==> config.mk <==
export PLATFORM = sky130hd
export DESIGN_NAME = queue_top
export DESIGN_NICKNAME = d
export VERILOG_FILES = /design/src/rtl/queue_ctrl_pkg.sv /design/src/rtl/queue_ctrl_onehot_dec.sv /design/src/rtl/queue_top.sv /design/src/rtl/queue_ctrl.sv
export SDC_FILE = /design/constraint.sdc
export NUM_CORES = 1
export LEC_CHECK = 0
export BUFFER_PORTS_ARGS = -buffer_cell sky130_fd_sc_hd__buf_2
export CORE_AREA = 5 5 96 98
export DETAILED_ROUTE_END_ITERATION = 10
export DIE_AREA = 0 0 101 103
export MAX_ROUTING_LAYER = met4
export RECOVER_POWER = 100
export SETUP_SLACK_MARGIN = 0.15
export SLEW_MARGIN = 0
export SYNTH_ARGS = -nofsm -noshare
export SYNTH_HDL_FRONTEND = slang
export SYNTH_SLANG_ARGS = --single-unit
export TNS_END_PERCENT = 5
==> constraint.sdc <==
create_clock -name clk -period 2.4 [get_ports clk]
set_input_delay 0.48 -clock clk [delete_from_list [all_inputs] [get_ports clk]]
set_output_delay 0.48 -clock clk [all_outputs]
set_load 0.02 [all_outputs]
==> src/rtl/queue_ctrl_pkg.sv <==
// Shared queue constants: default geometry and data width.
// Used by the controller, the decoder and the queue top level.
package queue_ctrl_pkg;

    localparam int Q_DEPTH = 8;
    localparam int Q_PTR_W = 3;
    localparam int DATA_W  = 8;

    typedef logic [DATA_W-1:0] data_t;

endpackage

==> src/rtl/queue_ctrl_onehot_dec.sv <==
// Pointer-to-one-hot decoder for the per-register write enables.
// Output is all zero when en is low.
module onehot_dec
    import queue_ctrl_pkg::*;
#(
    parameter int DEPTH = Q_DEPTH,
    parameter int PTR_W = Q_PTR_W
) (
    input  logic [PTR_W-1:0] idx,
    input  logic             en,
    output logic [DEPTH-1:0] onehot
);

    always_comb begin
        onehot = '0;
        if (en) onehot[idx] = 1'b1;
    end

endmodule

==> src/rtl/queue_top.sv <==
// Queue top level: controller, DEPTH data registers, head read mux.
// Register contents are not reset; reset only makes them unreachable.
module queue_top
    import queue_ctrl_pkg::*;
#(
    parameter int DEPTH = Q_DEPTH,
    parameter int PTR_W = Q_PTR_W
) (
    input  logic             clk,
    input  logic             rst,
    input  logic             push,
    input  logic             pop,
    input  logic             clr_err,
    input  data_t            din,
    output data_t            dout,
    output logic [PTR_W:0]   count,
    output logic             full,
    output logic             empty,
    output logic             overflow,
    output logic             underflow
);

    logic [DEPTH-1:0] wr_en;
    logic [PTR_W-1:0] rd_sel;
    data_t            mem [DEPTH];

    queue_ctrl #(
        .DEPTH (DEPTH),
        .PTR_W (PTR_W)
    ) u_ctrl (
        .clk       (clk),
        .rst       (rst),
        .push      (push),
        .pop       (pop),
        .clr_err   (clr_err),
        .wr_en     (wr_en),
        .rd_sel    (rd_sel),
        .count     (count),
        .full      (full),
        .empty     (empty),
        .overflow  (overflow),
        .underflow (underflow)
    );

    always_ff @(posedge clk) begin
        for (int i = 0; i < DEPTH; i++) begin
            if (wr_en[i]) mem[i] <= din;
        end
    end

    assign dout = mem[rd_sel];

endmodule

==> src/rtl/queue_ctrl.sv <==
// Pointer/count sequencer for a register-file queue.
// Drives one-hot write enables and the head read select.
module queue_ctrl
    import queue_ctrl_pkg::*;
#(
    parameter int DEPTH = Q_DEPTH,
    parameter int PTR_W = Q_PTR_W
) (
    input  logic             clk,
    input  logic             rst,
    input  logic             push,
    input  logic             pop,
    input  logic             clr_err,
    output logic [DEPTH-1:0] wr_en,
    output logic [PTR_W-1:0] rd_sel,
    output logic [PTR_W:0]   count,
    output logic             full,
    output logic             empty,
    output logic             overflow,
    output logic             underflow
);

    logic [PTR_W-1:0] wr_ptr;
    logic [PTR_W-1:0] rd_ptr;
    logic [PTR_W:0]   cnt;
    logic             ovf;
    logic             udf;
    logic             push_ok;
    logic             pop_ok;
    logic             push_err;
    logic             pop_err;

    assign full  = (cnt == (PTR_W+1)'(DEPTH));
    assign empty = (cnt == '0);
    assign count = cnt;

    // Reset blocks both requests so wr_en stays quiet while rst is high.
    assign pop_ok   = pop & ~empty & ~rst;
    assign push_ok  = push & (~full | pop_ok) & ~rst;
    assign push_err = push & ~push_ok & ~rst;
    assign pop_err  = pop & ~pop_ok & ~rst;

    assign rd_sel    = rd_ptr;
    assign overflow  = ovf;
    assign underflow = udf;

    onehot_dec #(
        .DEPTH (DEPTH),
        .PTR_W (PTR_W)
    ) u_dec (
        .idx    (wr_ptr),
        .en     (push_ok),
        .onehot (wr_en)
    );

    always_ff @(posedge clk) begin
        if (rst) begin
            wr_ptr <= '0;
            rd_ptr <= '0;
            cnt    <= '0;
            ovf    <= 1'b0;
            udf    <= 1'b0;
        end else begin
            if (push_ok) wr_ptr <= wr_ptr + 1'b1;
            if (pop_ok)  rd_ptr <= rd_ptr + 1'b1;
            case ({push_ok, pop_ok})
                2'b10:   cnt <= cnt + 1'b1;
                2'b01:   cnt <= cnt - 1'b1;
                default: cnt <= cnt;
            endcase
            // A fresh error wins over a same-cycle clear.
            ovf <= push_err | (ovf & ~clr_err);
            udf <= pop_err | (udf & ~clr_err);
        end
    end

endmodule

==> metrics, run 1 <==
status finished clean; Initial Util between 30% and 40%; Post-Place Cells 329; Peak VDD IR ~0.38 mV; Slew Limit Headroom 37.8%; combinational share of power 14.6%; CP Class reg2out; mapped cell area ~3200 um2; drt initial violations 50; DR WL/cell ~16 um; WP data required roughly 1.9 ns; routed via count 1733; Synth Register Bits 79; Final Cycle Share between 90% and 100%; global-route wire length before repair 9380 um; EDFF count, synth between 60 and 70; Post-Syn Area per Cell between 15 and 20 um2; clk_skew 0.00709 ns; total CTS buffers 9; Net Count, Synth 200; register area share after synthesis between 60 and 70%; register share of total power between 50% and 60%; later-pin clock latency in the skew report about 0.34 ns; synthesized netlist cell count around 180; Clock Root Buffer clkbuf_8; clock sinks 79; Ys Warns 0; CTS HTree Levels 3; Final Non-Filler Cells around 350; critical path fanouts, max 8; antenna violations before repair 0; critical path capture point type output port; Port Buf Inserts 28; Post-CTS Hold Fix Bufs 0; fill count roughly 730; Sw Share about a quarter; die height approximately 100 um; area grow syn2layout 20.4%; Post-Route WL ~5700 um; unique cell type count in the Yosys netlist 33; asr flop ratio synth 0%; DR vias/cell approximately 5.0; GRT Residual Overflow 0; IO Count 29; post-layout total power ~0.0030 W; row cnt 34; detailed placement HPWL about 3800 um; core area between 8000 and 9000 um2; maximum clock path buffer count 2; DRC 0; die area about 10000 um2; type of the most critical hold path in2reg; fraction of layout cells with a size suffix above 1 between 30% and 40%; Internal 0.00225 W; max-cap violations 0; Setup Buffers After CTS 0; GRT Total Usage around 13%; Reg2Reg Setup Slack 0.15 ns; final setup fails 0; nets@finish between 200 and 300; Primary FF master, synth edfxtp_1; Fin. Hold Viols 0; final slew viol count 0; Leak approximately 1.3 nW; worst slew pin tran roughly 0.93 ns; clock share of power between 30% and 40%; Crit path arrival time approximately 1.8 ns; min cycle time layout around 2.3 ns; area of the multi-input gates 961 um2; fin util between 40% and 50%; largest net degree at the start of global routing 17; Max Freq 433 MHz; GP Congestion about 0.7; vias in the first global route roughly 1800; RSZ-0062 raised after global routing true; CTS tree done; width of the die just over 100 um; DRT Pass-1 Iters 4; DRT antenna net count 0; critical path launch point type flop; Seq. cell area 2230 um2; PD cells 781 nW/um2; NetSw between 0.0007 and 0.0008 W; clk slew on worst S/H paths around 0.080 ns; antenna diode count 0; TNS Setup 0 ns
-- sequential cells by signal (all words and copies together) (netlist names), named ones only --
register / count
u_ctrl.count: 4
u_ctrl.rd_sel: 3
u_ctrl.wr_ptr: 3
mem: 64
u_ctrl.overflow: 1
u_ctrl.underflow: 1
-- cells in the mapped netlist (4+ instances only) --
| library cell | number | share of area (%) |
|---|---|---|
| dfxtp_1 | 15 | 9.4 |
| edfxtp_1 | 64 | 60 |
| mux4_2 | 16 | 11 |
| nor2b_1 | 5 | 0.98 |
| ha_1 | 5 | 2.0 |
| o21ai_0 | 4 | 0.63 |
| nor2_1 | 18 | 2.1 |
| mux2_2 | 9 | 3.2 |
| xor2_1 | 6 | 1.6 |
| a21oi_1 | 4 | 0.63 |
-- cells by family after synthesis --
| group | Yosys count | share of synthesized area, % |
|---|---|---|
| buf+inv | 10 | 1.61 |
| xor+xnor | 7 | 1.92 |
| mux | 28 | 15.4 |
| fa+ha+maj | 5 | 1.96 |
| compound gates | 13 | 3.02 |
| flops | 79 | 69.7 |
| simple gates | 40 | 6.39 |
-- layout by cell type (no fill, tap or decap), drive strengths merged, types with 2 or more instances in the layout --
| cell | instances |
|---|---|
| nor3 | 3 |
| xor2 | 6 |
| ha | 5 |
| a21oi | 4 |
| nand2 | 3 |
| edfxtp | 64 |
| o21ai | 5 |
| mux4 | 16 |
| mux2 | 9 |
| nor2 | 19 |
| dfxtp | 15 |
| inv | 7 |
| nor4 | 3 |
| clkbuf | 35 |
| mux2i | 3 |
| nand2b | 2 |
| buf | 22 |
| nor2b | 5 |
-- metal layers --
| metal | vias up | GRT usage (%) | wire (um) |
|---|---|---|---|
| met2 | 33 | 21.0 | 3000 |
| met5 | - | - | 0 |
| met4 | 0 | 3.48 | 35 |
| met1 | 881 | 14.9 | 2460 |
| li1 | 817 | - | - |
| met3 | 2 | 4.06 | 219 |
-- worst paths after layout --
path	from	endpoint	cells after the start
hold reg to reg	u_ctrl.rd_sel[0]	u_ctrl.rd_sel[0]	2
hold / removal	rst	u_ctrl.overflow	2
setup / recovery	flop	dout[5]	4
setup reg to reg	u_ctrl.count[0]	u_ctrl.count[2]	9
-- critical path: stages, from the launching register on --
cell and delay (ns):
dfxtp_4 0.40, buf_12 0.15, mux4_2 0.50, mux2_4 0.29, buf_4 0.16
-- power groups by stage --
stage	combinational [W]	clock [W]	sequential (W)
after floorplan	0.000263	0	0.00158
after global placement	0.000406	0	0.00157
after detailed placement	0.000407	0	0.00157
after CTS	0.000447	0.00105	0.00154
after global routing	0.000476	0.00114	0.00155
final	0.000437	0.00102	0.00154
-- cell type report --
cell class	instances	share of cell area [%]
timing repair buffer	48	7.85
clock buffer	9	3.22
sequential	79	57.9
tap	108	3.52
inverter	2	0.195
multi-input combinational	93	25.0
clock inverter	7	2.25
-- per-stage QoR --
step                hold slack [ns]  worst slack [ns]  cell area (um2)
floorplan                     0.490           -0.0834             3200
global placement              0.513             0.172             3600
detailed placement            0.520             0.101             3600
CTS                           0.388            0.0747             3870
global route                  0.405            0.0126             3840
finish                        0.404            0.0885             3840
-- what timing repair did --
action | CTS | global route
gates cloned | 1 | 0
endpoints found under the setup margin | 9 | 10
resized for setup | 13 | 7
pin swaps | 0 | 1
Power figures use the tool's default switching activity.
==> inputs of run 2 (changes only) <==
clock period = 2.45 ns   (was 2.4 ns; I/O delays follow)
==> metrics, run 2 (same netlist as run 1, synthesis figures left out) <==
status finished clean; core area 8380 um2; drt initial violations between 70 and 80; CP Class reg2out; critical path capture point type output port; worst slew pin tran just under 0.9 ns; commonest non-fill, non-tap cell in the layout edfxtp_1; Max Freq around 430 MHz; width of the die 101 um; GRT Total Usage between 10% and 20%; Leak roughly 1.3 nW; type of the most critical hold path in2reg; DP Area 3580 um2; Reg2Reg Setup Slack 0.14 ns; final instance area 3810 um2; Initial Util about two fifths; vias in the first global route between 1500 and 2000; r2r endpoint u_ctrl.count[2]; row cnt 34; Port Buf Inserts 28; fin worst setup slack approximately 0.12 ns; antenna violations before repair 0; Peak VDD IR around 0.35 mV; antenna diode count 0; GRT Residual Overflow 0; clock sinks ~80; die height a little over 100 um; RSZ-0062 raised after global routing true; IO Count 29; PD cells ~750 nW/um2; critical path launch point type flop; later-pin clock latency in the skew report roughly 0.35 ns; Post-Route WL 5660 um; CTS tree done; DRC 0; Post-CTS Hold Fix Bufs 0; clk_skew approximately 0.0098 ns; critical path fanouts, max 8; most frequent cells in the layout edfxtp_1, nor2_1, clkbuf_1, mux4_2, dfxtp_1; global-route wire length before repair 9380 um; clk slew on worst S/H paths 0.08 ns; DR WL/cell roughly 16 um; Fin. Hold Viols 0; Final Cycle Share about 95%; detailed placement HPWL 3630 um; Clock Root Buffer clkbuf_8; final setup fails 0; routed via count approximately 1700; combinational share of power around 15%; CTS HTree Levels 3; min cycle time layout around 2.3 ns; Crit path arrival time roughly 1.8 ns; Post-Place Worst Slack ~0.09 ns; Slew Limit Headroom approximately two fifths; WP data required slightly below 2 ns; max-cap violations 0; maximum clock path buffer count 2; CP delay by family, top multiplexers; Cell Chain, Critical Path buf_12 -> mux4_2 -> mux2_1 -> buf_6; Worst setup endpoint dout[1]; Internal ~0.0022 W; DR vias/cell between 4 and 5; GP Congestion roughly 0.8; largest net degree at the start of global routing 17; slowest cell on the critical path mux4_2; Sw Share a little under a quarter; total CTS buffers 9; DRT antenna net count 0; clock share of power 31.9%; nets@finish 250; fraction of layout cells with a size suffix above 1 a little under a third; final slew viol count 0; max reg flops 64; NetSw 0.000683 W; Worst Reg-to-Reg Cells 9; area grow syn2layout 19.6%; die area roughly 10000 um2; Worst R2R Start u_ctrl.count[0]; register share of total power 53.0%; Critical Path Max Stage Delay 0.49 ns; most flop-heavy register mem; critical path depth 4; Buf/Inv on CP 2; DRT Pass-1 Iters 4
[run 2: cell count changes in the layout (fill, tap and decap cells not counted), moves of 2 or more]
cell      previous run  this run
inv_6                3         1
inv_8                2         0
buf_6                3         8
buf_4               11         9
buf_2                6         4
mux2_1               0         2
clkinv_2             0         3
[run 2: how the worst min path moves through the flow]
stage / start / end / cells after the start
after floorplan: u_ctrl.rd_sel[2] / flop / 2
after global placement: u_ctrl.rd_sel[2] / flop / 2
after detailed placement: u_ctrl.rd_sel[2] / flop / 2
after CTS: pop / u_ctrl.underflow / 3
after global routing: rst / u_ctrl.wr_ptr[0] / 2
final: pop / u_ctrl.underflow / 3
[run 2: power groups by stage]
stage	sequential (W)	combinational, W	clock [W]
6_report	0.00151	0.000428	0.000909
4_1_cts	0.00151	0.000441	0.000941
3_5_place_dp	0.00154	0.000401	0
5_1_grt	0.00152	0.000465	0.00101
2_1_floorplan	0.00155	0.000257	0
3_3_place_gp	0.00154	0.000397	0
[run 2: what timing repair did]
item,in CTS,in global routing
buffers inserted,1,0
pin swaps,1,0
resized for setup,13,14
gates cloned,1,0
endpoints found under the hold margin,0,0
setup endpoints to repair,9,10
[run 2: area by class of cell]
type                            count  area (um2)
Fill cell                         746        4570
Sequential cell                    79        2230
Multi-Input combinational cell     93         961
Timing Repair Buffer               47         299
Tap cell                          108         135
Clock buffer                        9         124
Clock inverter                      6        61.3
Inverter                            2        7.51
[run 2: metal layers]
| layer | GRT usage [%] | part of all wire (%) | wire length, um |
|---|---|---|---|
| met5 | - | 0 | 0 |
| met4 | 4.29 | 0.81 | 46 |
| met3 | 4.53 | 4.9 | 278 |
| met2 | 19.6 | 50 | 2840 |
| met1 | 16.1 | 44 | 2500 |
[run 2: metrics by stage]
step	instances	util, %	hold WS [ns]	TNS (ns)	total power (W)
6_report	344	45.5	0.420	0	0.00285
2_1_floorplan	182	-	0.490	-0.257	0.00181
3_5_place_dp	327	42.7	0.519	0	0.00194
4_1_cts	344	45.8	0.385	0	0.00290
5_1_grt	344	45.5	0.412	0	0.00299
3_3_place_gp	327	42.7	0.511	0	0.00193
[run 2: worst reg2reg max path: stages, from the launching register on]
cell and delay [ns]:
dfxtp_1 0.31, or4b_1 0.60, o21ai_4 0.22, ha_4 0.17
xor2_1 0.15, ha_1 0.18, a21oi_2 0.04, xor2_1 0.15
or3_1 0.31, a21oi_1 0.14
